===== src/rtl/arb_pkg.sv =====
// Shared definitions for the 4-way arbiter and its requester: channel count,
// channel index type, arbiter policy encodings and a small grant-check helper.
package arb_pkg;

  localparam int NUM_REQ = 4;

  typedef logic [1:0] ch_t;

  typedef enum logic [2:0] {
    P0   = 3'd0,
    P1   = 3'd1,
    P2   = 3'd2,
    P3   = 3'd3,
    RR   = 3'd4,
    RAND = 3'd5
  } arb_type_e;

  typedef enum logic {
    CH_IDLE   = 1'b0,
    CH_ACTIVE = 1'b1
  } ch_state_e;

  // True when more than one grant line is asserted in the same cycle.
  function automatic logic multi_hot(input logic [NUM_REQ-1:0] v);
    logic [2:0] n;
    n = 3'd0;
    for (int i = 0; i < NUM_REQ; i++) begin
      n = n + 3'(v[i]);
    end
    return (n > 3'd1);
  endfunction

endpackage


===== src/rtl/arb_req_channel.sv =====
// One requester channel: remaining-beat count, request generation, beat and
// completion pulses, and the starvation wait counter.
//
// state     | meaning
// ----------+------------------------------------------------------------
// CH_IDLE   | rem == 0; may load a new job, never requests
// CH_ACTIVE | rem > 0; requests, consumes one beat per grant
module arb_req_channel
  import arb_pkg::*;
#(
  parameter int LEN_W        = 8,
  parameter int STARVE_LIMIT = 16,
  parameter int WAIT_W       = 8
) (
  input  logic             clk,
  input  logic             rst_n,
  input  logic             load,
  input  logic [LEN_W-1:0] load_len,
  input  logic             gnt,
  output logic             req,
  output logic             busy,
  output logic             beat,
  output logic             cmpl,
  output logic             starve
);

  localparam logic [WAIT_W-1:0] STARVE_CNT = WAIT_W'(STARVE_LIMIT - 1);
  localparam logic [LEN_W-1:0]  LEN_ONE    = LEN_W'(1);

  ch_state_e         state;
  logic [LEN_W-1:0]  rem_q, rem_d;
  logic [WAIT_W-1:0] wait_cnt_q, wait_cnt_d;
  logic              beat_q, beat_d;
  logic              cmpl_q, cmpl_d;
  logic              starve_q, starve_d;

  always_ff @(posedge clk or negedge rst_n) begin
    if (!rst_n) begin
      rem_q      <= '0;
      wait_cnt_q <= '0;
      beat_q     <= 1'b0;
      cmpl_q     <= 1'b0;
      starve_q   <= 1'b0;
    end else begin
      rem_q      <= rem_d;
      wait_cnt_q <= wait_cnt_d;
      beat_q     <= beat_d;
      cmpl_q     <= cmpl_d;
      starve_q   <= starve_d;
    end
  end

  always_comb begin
    state      = (rem_q == '0) ? CH_IDLE : CH_ACTIVE;
    req        = 1'b0;
    rem_d      = rem_q;
    wait_cnt_d = wait_cnt_q;
    beat_d     = 1'b0;
    cmpl_d     = 1'b0;
    starve_d   = starve_q;

    case (state)
      CH_IDLE: begin
        if (load) rem_d = load_len;
      end
      CH_ACTIVE: begin
        // Drop the request when the last grant is already on the wire, so the
        // one-cycle grant latency never yields an extra beat.
        req = (rem_q > LEN_ONE) | ~gnt;
        if (gnt) begin
          rem_d  = rem_q - LEN_ONE;
          beat_d = 1'b1;
          cmpl_d = (rem_q == LEN_ONE);
        end
      end
      default: ;
    endcase

    if (req & ~gnt) begin
      if (wait_cnt_q == STARVE_CNT) starve_d = 1'b1;
      if (wait_cnt_q != '1) wait_cnt_d = wait_cnt_q + WAIT_W'(1);
    end else begin
      wait_cnt_d = '0;
    end
  end

  assign busy   = (state == CH_ACTIVE);
  assign beat   = beat_q;
  assign cmpl   = cmpl_q;
  assign starve = starve_q;

endmodule


===== src/rtl/arb_requester.sv =====
// Four-channel length-tagged requester for the 4-way arbiter: job demux,
// per-channel request engines, and sticky grant-legality checks.
module arb_requester
  import arb_pkg::*;
#(
  parameter int LEN_W        = 8,
  parameter int STARVE_LIMIT = 16,
  parameter int WAIT_W       = 8
) (
  input  logic                 clk,
  input  logic                 rst_n,
  input  logic                 job_valid,
  input  logic [1:0]           job_ch,
  input  logic [LEN_W-1:0]     job_len,
  output logic                 job_ready,
  output logic [NUM_REQ-1:0]   req,
  input  logic [NUM_REQ-1:0]   gnt,
  output logic [NUM_REQ-1:0]   beat,
  output logic [NUM_REQ-1:0]   cmpl,
  output logic [NUM_REQ-1:0]   busy,
  output logic [NUM_REQ-1:0]   starve,
  output logic                 err_spurious,
  output logic                 err_onehot
);

  ch_t                job_sel;
  logic [NUM_REQ-1:0] load;
  logic               err_spurious_q, err_spurious_d;
  logic               err_onehot_q, err_onehot_d;

  assign job_sel = job_ch;

  always_comb begin
    job_ready = ~busy[job_sel];
    load      = '0;
    if (job_valid & job_ready) load[job_sel] = 1'b1;
    // A grant to an idle channel is flagged; the channel itself ignores it.
    err_spurious_d = err_spurious_q | (|(gnt & ~busy));
    err_onehot_d   = err_onehot_q | multi_hot(gnt);
  end

  always_ff @(posedge clk or negedge rst_n) begin
    if (!rst_n) begin
      err_spurious_q <= 1'b0;
      err_onehot_q   <= 1'b0;
    end else begin
      err_spurious_q <= err_spurious_d;
      err_onehot_q   <= err_onehot_d;
    end
  end

  assign err_spurious = err_spurious_q;
  assign err_onehot   = err_onehot_q;

  for (genvar i = 0; i < NUM_REQ; i++) begin : g_ch
    arb_req_channel #(
      .LEN_W        (LEN_W),
      .STARVE_LIMIT (STARVE_LIMIT),
      .WAIT_W       (WAIT_W)
    ) u_ch (
      .clk      (clk),
      .rst_n    (rst_n),
      .load     (load[i]),
      .load_len (job_len),
      .gnt      (gnt[i]),
      .req      (req[i]),
      .busy     (busy[i]),
      .beat     (beat[i]),
      .cmpl     (cmpl[i]),
      .starve   (starve[i])
    );
  end

endmodule


===== config.mk =====
export PLATFORM = sky130hd
export DESIGN_NAME = arb_requester
export DESIGN_NICKNAME = d
export VERILOG_FILES = /design/src/rtl/arb_pkg.sv /design/src/rtl/arb_req_channel.sv /design/src/rtl/arb_requester.sv
export SDC_FILE = /design/constraint.sdc
export NUM_CORES = 1
export LEC_CHECK = 0
export CORE_ASPECT_RATIO = 1.75
export CORE_MARGIN = 2
export CORE_UTILIZATION = 25
export CTS_BUF_LIST = sky130_fd_sc_hd__clkbuf_8 sky130_fd_sc_hd__clkbuf_16
export CTS_CLUSTER_DIAMETER = 150
export DETAILED_ROUTE_END_ITERATION = 16
export GPL_ROUTABILITY_DRIVEN = 0
export GPL_TIMING_DRIVEN = 0
export SYNTH_ARGS = -nofsm -noshare
export SYNTH_HDL_FRONTEND = slang
export SYNTH_SLANG_ARGS = --single-unit

===== constraint.sdc =====
create_clock -name clk -period 6.4 [get_ports clk]
set_clock_uncertainty 0.05 [all_clocks]
set_input_delay 1.28 -clock clk [delete_from_list [all_inputs] [get_ports clk]]
set_output_delay 1.28 -clock clk [all_outputs]
set_load 0.02 [all_outputs]

; After elaboration in Yosys (flattened, before gate mapping)
; Cells that the tools add are included.
[totals]
out_inout_bits = 23
register_bits = 78
wordCells = 145
[op_classes]
n_addsub = 11
reduce_logical = 14
eq_ne = 24
bitwise = 18
order_cmp = 7
n_mux = 49
[op_table]
columns = operator, n
row1 = 8-bit 2-to-1 mux, 16
row2 = 8-bit case mux with 2 select lines, 4
row3 = 8-bit by 1-bit adder with 8-bit output (second input constant), 4
row4 = 8-bit by 1-bit equality test with 1-bit output (second input constant), 4
row5 = 8-bit by 4-bit equality test with 1-bit output (second input constant), 4
row6 = 8-bit by 1-bit > comparator with 1-bit output (second input constant), 4
row7 = 8-bit zero test, 4
row8 = 8-bit inequality test (second input constant), 4
row9 = 8-bit by 1-bit subtractor with 8-bit output (second input constant), 4
row10 = 1-bit 2-to-1 mux, 26
row11 = 2-bit inequality test (second input constant), 12
row12 = 2-bit AND reduction, 8
row13 = 1-bit OR, 6
row14 = 1-bit bitwise AND, 5
row15 = 1-bit NOT, 5
row16 = 4-bit bitwise AND, 1
row17 = 4-bit 2-to-1 mux, 1
row18 = 4-bit NOT, 1
row19 = 4-bit OR reduction, 1
row20 = 2-bit by 1-bit adder with 3-bit output, 1
row21 = 3-bit by 1-bit adder with 3-bit output, 1
row22 = 3-bit by 1-bit > comparator with 1-bit output (second input constant), 1
row23 = 2-bit by 3-bit less-than comparator with 1-bit output (second input constant), 1
row24 = 1-bit by 1-bit adder with 2-bit output, 1
row25 = 4 further kinds, 4

; Depth between registers and ports, before layout
; Gate-level depths: netlist of the first run.
[logic_depth]
word_depth = 9
mapped_depth = 8
ltp_nobuf = 7

; Cells and area by module
; From an unflattened synthesis of the first run, not the netlist that was laid out.
[hier_totals]
hier_cells = 440
hier_area_um2 = 4352.9
[modules_own_cells]
columns = module, n_inst, cells_per_inst, area_per_inst_um2
row1 = arb_req_channel (g_ch[0].u_ch ...), 3, 103, 1029.7
row2 = arb_req_channel (g_ch[1].u_ch), 1, 112, 1084.8
row3 = arb_requester, 1, 19, 178.9

; Worst setup path before layout of the first run
; Ideal clock, no wire load.
[synth_timing]
path_kind = in2out
from = input gnt[3]
to = output req[3]
n_path_buf = 2
path_stages = 5
t_arrival_ps = 2024
path_slack_ps = 3046
cell_sequence = clkbuf_1 inv_1 nor2_1 o211ai_1 buf_4
[synth_between]
elab_chain_len = 3
[synth_rtl]
columns = element, line
row1 = "start, declared", arb_requester.sv:17  ; input logic [NUM_REQ-1:0] gnt,
row2 = 1-bit NOT, arb_req_channel.sv:69  ; req = (rem_q > LEN_ONE) | ~gnt;
row3 = 1-bit OR, arb_req_channel.sv:69
row4 = 1-bit 2-to-1 mux, arb_req_channel.sv:62  ; case (state)
row5 = "end, declared", arb_requester.sv:16  ; output logic [NUM_REQ-1:0] req,
; Every way passes these cells.

; Worst setup path after layout of the first run
[layout_timing]
from = input gnt[2]
to = output req[2]
; The elaborated chain is that of the path after synthesis.

==> impl_metrics.tcl, run 1 <==
set metrics [dict create \
    outcome "finished clean" \
    num_rows 65 \
    drc 0 \
    ys_warn_count 0 \
    dieArea_mm2 0.01936 \
    synth_cell_types 66 \
    syn-cell-area_mm2 0.004556 \
    ys_async_sr_fraction_pct 100.0 \
    grt_max_degree 65 \
    worstSetupStartpoint "gnt[2]" \
    peakVddDrop_mv 0.1180 \
    cts_tree "built" \
    fp.dieH_um 182.6 \
    fin_crit_ps 4627 \
    fin_nets 559 \
    wire_per_inst_um 15.29 \
    crit_type "input pin to output port" \
    area_growth_pct 22.96 \
    wirelength_mm 11.68 \
    tightest_slew_ps 561.0 \
    synth_top_family_by_area "simple AND/OR/NAND/NOR gates" \
    start_util_pct 25.35 \
    final_common_cell "dfrtp_1" \
    netlist_instances 475 \
    diodes 0 \
    cts_buffers 9 \
    pre_cts_slack_ps 1736 \
    grt_use_total_pct 12.90 \
    yosys.area_share.adder_pct 4.834 \
    total_leakage_power_nw 2.317 \
    drive_gt1_share_pct 12.45 \
    required_ps 5070 \
    syn_avg_cell_area_um2 9.591 \
    setup_viol 0 \
    synth_xor_area_share_pct 2.692 \
    finalHoldViolCount 0 \
    ios 40 \
    r2r_cells 7 \
    io_buffers 38 \
    antenna_found_initial 0 \
    reg2reg_slack_ps 3940 \
    ys_seq_area_share_pct 42.85 \
    post-dp-hpwl_mm 8.721 \
    synth_compound_area_share_pct 18.07 \
    setup_tns_ps 0 \
    ys_seq_elements 78 \
    htree_num_levels 3 \
    hold_ws_ps 418.6 \
    p_per_area_mw_per_mm2 326.2 \
    fin_ws_ps 1773 \
    arrival_ps 3300 \
    die_x_um 106.0 \
    critPathLaunchType "input pin" \
    relSlewSlack_pct 62.25 \
    regToRegEndpoint "g_ch[0].u_ch.rem_q[5]" \
    r2r_start "g_ch[0].u_ch.rem_q[0]" \
    final_core_util_pct 31.17 \
    drt_first_pass_iters 4 \
    cts_hold_buffers 0 \
    hold_class "flop to flop" \
    rsz0062_at_grt "false" \
    final.period_utilization_pct 72.29 \
    grt_pass1_vias 4021 \
    synth_edf_count 0 \
    final_cell_mix "dfrtp_1, nor2_1, clkdlybuf4s50_1" \
    cts_resized 0 \
    fmax_mhz 216.1 \
    muxShareOfSynthArea_pct 2.609 \
    setup.worst_path.end "req[2]" \
    worstSkewPairLatency_ps 340 \
    grt_first_pass_wirelength_mm 19.91 \
    synth_simple_gate_area_share_pct 22.55 \
    maxSlewViolCount 0 \
    synth_nets 509 \
    overflow 0 \
    drtAntennaViolNets 0 \
    path_clk_slew_ps 60 \
    endpoint_kind "output port" \
    max_cap_viol_count 0 \
    clkSinkCount 78 \
    critPathMaxFanout 10 \
    ys.flop_type "dfrtp_1" \
    post_cts_buffers 0 \
    clock_path_buffers 2 \
    drtIter0Drc 357 \
    vias 3915 \
    core_area_mm2 0.01797 \
    cts-root-buf "clkbuf_16" \
    drt-vias-per-instance 5.124 \
]
## how the worst min path moves through the flow
stage	startpoint	to	slack [ps]	cells past startpoint
detailed placement	g_ch[1].u_ch.starve	g_ch[1].u_ch.starve	410	1
CTS	g_ch[1].u_ch.starve	g_ch[1].u_ch.starve	420	1
floorplan	g_ch[2].u_ch.starve	g_ch[2].u_ch.starve	390	1
finish	g_ch[1].u_ch.starve	g_ch[1].u_ch.starve	420	1
global route	g_ch[1].u_ch.starve	g_ch[1].u_ch.starve	450	1
global placement	g_ch[0].u_ch.starve	g_ch[0].u_ch.starve	420	1
## synthesized netlist by cell type, drive strengths merged, types with 3 or more instances
| cell | instances | area share [%] |
|---|---|---|
| xor2 | 12 | 2.3 |
| a31oi | 16 | 2.2 |
| o311ai | 3 | 0.58 |
| o21bai | 3 | 0.49 |
| a21oi | 14 | 1.5 |
| nand2b | 4 | 0.55 |
| o21ai | 25 | 2.8 |
| dfrtp | 78 | 43 |
| a41oi | 3 | 0.58 |
| nand3 | 14 | 1.5 |
| a2bb2oi | 5 | 0.96 |
| o221a | 4 | 0.99 |
| nor3b | 9 | 1.5 |
| o31ai | 5 | 0.82 |
| a41o | 4 | 0.91 |
| o21a | 4 | 0.66 |
| clkbuf | 10 | 0.85 |
| and3 | 11 | 1.5 |
| buf | 23 | 3.9 |
| nor2 | 47 | 4.0 |
| ha | 16 | 4.4 |
| inv | 19 | 1.6 |
| o211ai | 8 | 1.3 |
| or3b | 5 | 0.96 |
| or4 | 4 | 0.91 |
| a32oi | 4 | 0.77 |
| nor2b | 8 | 1.1 |
| nor4 | 10 | 1.4 |
| nor3 | 22 | 2.8 |
| or3 | 3 | 0.41 |
| nand4 | 5 | 0.69 |
| a211oi | 4 | 0.66 |
| a311oi | 5 | 0.96 |
| mux2i | 7 | 1.5 |
| and2 | 9 | 1.3 |
| nand2 | 26 | 2.1 |
## final cells by class
class | instances | area (um2)
multi-input cells | 344 | 2312
fillers | 1811 | 12370
repair buffers | 39 | 405.4
well taps | 234 | 292.8
flip-flops and latches | 78 | 1952
inverters | 20 | 75.07
plain buffers | 33 | 216.5
clock buffers | 10 | 239.0
clock inverters | 6 | 108.9
## worst max-delay path, cell delays in order
cell and delay [ps]:
clkdlybuf4s50_1 620, clkbuf_1 400, o21a_1 180, o21ai_0 110, buf_4 180, clkdlybuf4s50_1 530
## state kept, by name, summed over array words and instances, names as in the netlist
name,count
g_ch.u_ch.rem_q,32
g_ch.u_ch.wait_cnt_q,32
g_ch.u_ch.beat,4
g_ch.u_ch.cmpl,4
g_ch.u_ch.starve,4
err_onehot,1
err_spurious,1
## per-layer routing
metal / global-route usage (%) / part of all wire [%] / vias up
met1: 14.00 / 40 / 1943
met4: 5.632 / 2.4 / 0
met2: 24.00 / 54 / 95
met5: 0 / 0 / -
li1: - / - / 1852
met3: 2.464 / 3.7 / 25
## kinds of logic after synthesis
logic type / count (synthesis)
AOI/OAI and AO/OA: 117
DFF: 78
xor gates and xnor gates: 14
and+or+nand+nor: 186
buffers and inverters: 53
muxes: 10
adders and majority gates: 17
## metrics by stage
step	instances	power (W)	area (um2)
6_report	764	0.001827	5602
3_3_place_gp	747	0.001201	5229
5_1_grt	764	0.001939	5602
3_5_place_dp	748	0.001233	5254
2_1_floorplan	475	0.001073	4556
4_1_cts	764	0.001842	5602
## power breakdown
group	switching (W)	internal [W]	leakage, nW
clock network	0.000206	0.000391	0.172
registers	0.000121	0.000603	0.990
logic	0.000274	0.000233	1.16
Power figures use the tool's default switching activity.
==> run 2, diff against run 1 <==
==> constraint.sdc (replaced) <==
create_clock -name clk -period 3.88 [get_ports clk]
set_clock_uncertainty 0.05 [all_clocks]
set_input_delay 0.776 -clock clk [delete_from_list [all_inputs] [get_ports clk]]
set_output_delay 0.776 -clock clk [all_outputs]
set_load 0.02 [all_outputs]
==> run 2 against run 1 <==
Net effect: setup slack got worse by 1500 ps; core utilization barely moved; non-clock buffer count is the same; wire length about the same; power is 65% higher; highest routed layer unchanged; clock-buffer cell count unchanged; first-iteration DRC count fell by 4.5%; die area did not move; largest cell class unchanged; critical path depth unchanged; via count grew 0.28%.
==> impl_metrics.tcl, run 2 (synthesis results as in run 1) <==
set metrics [dict create \
    grt_max_degree 65 \
    drive_gt1_share_pct 12.83 \
    critPathLaunchType "flop" \
    fin_ws_ps 227.4 \
    core_area_mm2 0.01797 \
    wirelength_mm 11.69 \
    finalHoldViolCount 0 \
    drt-vias-per-instance 5.139 \
    stdcell_area_mm2 0.005609 \
    htree_num_levels 3 \
    drt_first_pass_iters 4 \
    path_clk_slew_ps 60 \
    wire_per_inst_um 15.30 \
    endpoint_kind "output port" \
    final_common_cell "dfrtp_1" \
    grt_use_total_pct 12.90 \
    fin_nets 559 \
    clkSinkCount 78 \
    drtIter0Drc 341 \
    die_x_um 106.0 \
    peakVddDrop_mv 0.1946 \
    fp.dieH_um 182.6 \
    p_per_area_mw_per_mm2 537.3 \
    reg2reg_slack_ps 1420 \
    hold_class "input pin to asynchronous set/reset pin" \
    vias 3926 \
    grt_first_pass_wirelength_mm 19.91 \
    path_depth 6 \
    relSlewSlack_pct 59.81 \
    r2r_cells 7 \
    num_rows 65 \
    top_regs "g_ch.u_ch.rem_q x32, g_ch.u_ch.wait_cnt_q x32" \
    rsz0062_at_grt "false" \
    outcome "finished clean" \
    final_cell_mix "dfrtp_1, nor2_1, clkdlybuf4s50_1" \
    crit_type "flop to output port" \
    antenna_found_initial 0 \
    dpl_cell_area_mm2 0.005254 \
    slowest_stage "clkdlybuf4s50_1" \
    cts_resized 1 \
    drtAntennaViolNets 0 \
    pre_cts_slack_ps 224.0 \
    diodes 0 \
    cts_buffers 9 \
    arrival_ps 2830 \
    tightest_slew_ps 598.3 \
    max_cap_viol_count 0 \
    crit_family "simple AND/OR/NAND/NOR gates" \
    post_cts_buffers 0 \
    required_ps 3050 \
    setup_viol 0 \
    start_util_pct 25.35 \
    overflow 0 \
    clock_path_buffers 2 \
    fin_crit_ps 3653 \
    io_buffers 38 \
    path_cells "inv_1 > ha_1 > or3b_2 > nor2_1 > mux4_1 > clkdlybuf4s50_1" \
    maxSlewViolCount 0 \
    cts_tree "built" \
    critPathMaxFanout 6 \
    total_leakage_power_nw 2.322 \
    area_growth_pct 23.13 \
    drc 0 \
    final.period_utilization_pct 94.14 \
    power.total_w 0.003014 \
    worstSkewPairLatency_ps 340 \
    critPathBufInv 2 \
    slowest_delay_ps 620 \
    dieArea_mm2 0.01936 \
    ios 40 \
    cts-root-buf "clkbuf_16" \
    post-dp-hpwl_mm 8.721 \
    cts_hold_buffers 0 \
    grt_pass1_vias 4021 \
    fmax_mhz 273.8 \
]
[run 2: layout make-up]
cell class	count	area (um2)
Clock buffer	10	239.0
Fill cell	1812	12360
Buffer	33	217.7
Tap cell	234	292.8
Clock inverter	6	108.9
Multi-Input combinational cell	344	2318
Timing Repair Buffer	39	405.4
Sequential cell	78	1952
Inverter	20	75.07
[run 2: stage by stage]
stage	utilization [%]	setup TNS (ps)	instances	hold slack, ps
after floorplan	-	0	475	387.7
after global placement	29.09	-73890	747	419.5
after global routing	31.21	0	764	245.4
after detailed placement	29.23	0	748	408.2
final	31.21	0	764	244.1
after CTS	31.17	0	764	234.6
[run 2: power by group]
part / switching (W) / internal (W) / total [W]
clock network: 0.000337 / 0.000645 / 0.000981
logic: 0.000451 / 0.000386 / 0.000837
registers: 0.000201 / 0.000994 / 0.00120
[run 2: worst paths after layout]
| path | from | end |
|---|---|---|
| worst max-delay path | g_ch[0].u_ch.rem_q[0] | job_ready |
| max in group asynchronous | rst_n | g_ch[0].u_ch.wait_cnt_q[6] |
| worst min register to register | g_ch[1].u_ch.starve | g_ch[1].u_ch.starve |
| worst max register to register | g_ch[0].u_ch.rem_q[0] | g_ch[0].u_ch.rem_q[5] |
| min in group clk | g_ch[1].u_ch.starve | g_ch[1].u_ch.starve |
| worst min-delay path | rst_n | g_ch[1].u_ch.beat |
[run 2: routing by layer]
| layer | up-vias | GRT usage (%) | wire (um) |
|---|---|---|---|
| met5 | - | 0 | 0 |
| met4 | 0 | 5.632 | 369 |
| met3 | 26 | 2.464 | 489 |
| met2 | 94 | 24.00 | 6311 |
| met1 | 1957 | 14.00 | 4516 |
| li1 | 1849 | - | - |
==> run 3, diff against run 2 <==
--- a/config.mk
+++ b/config.mk
@@ -6,7 +6,7 @@
 export NUM_CORES = 1
 export LEC_CHECK = 0
 export CORE_ASPECT_RATIO = 1.75
-export CORE_MARGIN = 2
+export CORE_MARGIN = 4
 export CORE_UTILIZATION = 25
 export CTS_BUF_LIST = sky130_fd_sc_hd__clkbuf_8 sky130_fd_sc_hd__clkbuf_16
 export CTS_CLUSTER_DIAMETER = 150
==> run 3 against run 2 <==
Net effect: die area grew 6.0%; register-to-register slack gained 60 ps; wire length shrank 0.43%; largest cell class unchanged; highest routed layer unchanged.
==> impl_metrics.tcl, run 3 (synthesis results as in run 1) <==
set metrics [dict create \
    top_regs "g_ch.u_ch.rem_q x32, g_ch.u_ch.wait_cnt_q x32" \
    critPathLaunchType "flop" \
    final.period_utilization_pct 93.89 \
    area_growth_pct 22.14 \
    core_area_mm2 0.01797 \
    drive_gt1_share_pct 12.45 \
    cts_hold_buffers 0 \
    relSlewSlack_pct 65.37 \
    grt_first_pass_wirelength_mm 19.21 \
    fin_crit_ps 3643 \
    slowest_delay_ps 610 \
    max_cap_viol_count 0 \
    final_common_cell "dfrtp_1" \
    finalHoldViolCount 0 \
    cts-root-buf "clkbuf_16" \
    crit_type "flop to output port" \
    r2r_start "g_ch[3].u_ch.rem_q[0]" \
    dpl_cell_area_mm2 0.005254 \
    fin_nets 559 \
    fmax_mhz 274.5 \
    io_buffers 38 \
    regToRegEndpoint "g_ch[3].u_ch.rem_q[2]" \
    die_x_um 110.0 \
    hold_class "input pin to asynchronous set/reset pin" \
    setup_viol 0 \
    outcome "finished clean" \
    grt_max_degree 64 \
    dieArea_mm2 0.02053 \
    slowest_stage "clkdlybuf4s50_1" \
    wirelength_mm 11.64 \
    n_fill_cell 1856 \
    num_rows 65 \
    drt-vias-per-instance 5.069 \
    maxSlewViolCount 0 \
    start_util_pct 25.35 \
    drt_first_pass_iters 4 \
    worstSkewPairLatency_ps 340 \
    peakVddDrop_mv 0.1757 \
    clkSinkCount 78 \
    vias 3873 \
    antenna_found_initial 0 \
    path_clk_slew_ps 60 \
    total_leakage_power_nw 2.303 \
    drtAntennaViolNets 0 \
    p_per_area_mw_per_mm2 518.7 \
    hold_ws_ps 247.9 \
    post-dp-hpwl_mm 8.615 \
    stdcell_area_mm2 0.005564 \
    grt_pass1_vias 3964 \
    final_core_util_pct 30.96 \
    post_cts_buffers 0 \
    clock_path_buffers 2 \
    wire_per_inst_um 15.23 \
    drtIter0Drc 226 \
    critPathMaxFanout 6 \
    diodes 0 \
    drc 0 \
    ios 40 \
    htree_num_levels 3 \
    required_ps 3050 \
    cts_buffers 9 \
    final_cell_mix "dfrtp_1, nor2_1, clkdlybuf4s50_1" \
    overflow 0 \
    tightest_slew_ps 515.5 \
    arrival_ps 2820 \
    grt_use_total_pct 11.76 \
    r2r_cells 8 \
    fp.dieH_um 186.6 \
    endpoint_kind "output port" \
    cts_tree "built" \
    rsz0062_at_grt "false" \
    reg2reg_slack_ps 1480 \
    path_cells "inv_1 > ha_1 > or3b_2 > nor2_1 > mux4_1 > clkdlybuf4s50_1" \
]
run 3: cell count changes in the layout (fill, tap and decap cells not counted):
cell,change
clkinv_4,-1
bufinv_16,-2
clkinv_2,-1
clkbuf_8,+1
clkinvlp_4,+1
inv_1,+2
run 3: power breakdown:
group	internal, W	switching [W]
combinational	0.000386	0.000444
clock	0.000528	0.000336
sequential	0.000994	0.000198
run 3: area by class of cell:
| class | instances | area (um2) | area share [%] |
|---|---|---|---|
| Buffer | 33 | 217.7 | 3.913 |
| Clock buffer | 11 | 252.7 | 4.542 |
| Clock inverter | 5 | 50.05 | 0.8995 |
| Inverter | 20 | 75.07 | 1.349 |
| Multi-Input combinational cell | 344 | 2318 | 41.67 |
| Sequential cell | 78 | 1952 | 35.08 |
| Tap cell | 234 | 292.8 | 5.262 |
| Timing Repair Buffer | 39 | 405.4 | 7.286 |
run 3: timing repair:
item | in CTS | in global routing
cloned | 0 | 0
endpoints found under the setup margin | 1 | 1
resized for setup | 1 | 1
run 3: through the flow:
step | setup TNS (ps) | setup WS [ps] | total power (W) | std cells
finish | 0 | 237.0 | 0.002886 | 764
global route | 0 | 104.0 | 0.003071 | 764
CTS | 0 | 157.9 | 0.002903 | 764
detailed placement | 0 | 293.3 | 0.002025 | 748
global placement | -71900 | -928.4 | 0.001982 | 747
floorplan | 0 | 1235 | 0.001770 | 475
run 3: how the worst max path moves through the flow:
stage,start,end
finish,g_ch[0].u_ch.rem_q[0],job_ready
global route,g_ch[2].u_ch.rem_q[0],job_ready
CTS,g_ch[2].u_ch.rem_q[0],job_ready
detailed placement,gnt[2],req[2]
global placement,rst_n,g_ch[3].u_ch.wait_cnt_q[6]
floorplan,g_ch[2].u_ch.rem_q[0],job_ready
run 3: worst max-delay path: cells and delay by family (launching register included):
family	cells	cell delay [ps]
buffers and inverters	2	730
and+or+nand+nor	2	760
adders and majority gates	1	250
muxes	1	300
DFF	1	430
run 3: layer usage:
layer | wire, um | global-route usage, % | vias up
met3 | 531 | 2.492 | 18
li1 | - | - | 1848
met2 | 6292 | 21.42 | 94
met1 | 4575 | 12.82 | 1913
met5 | 0 | 0 | -
met4 | 238 | 4.657 | 0
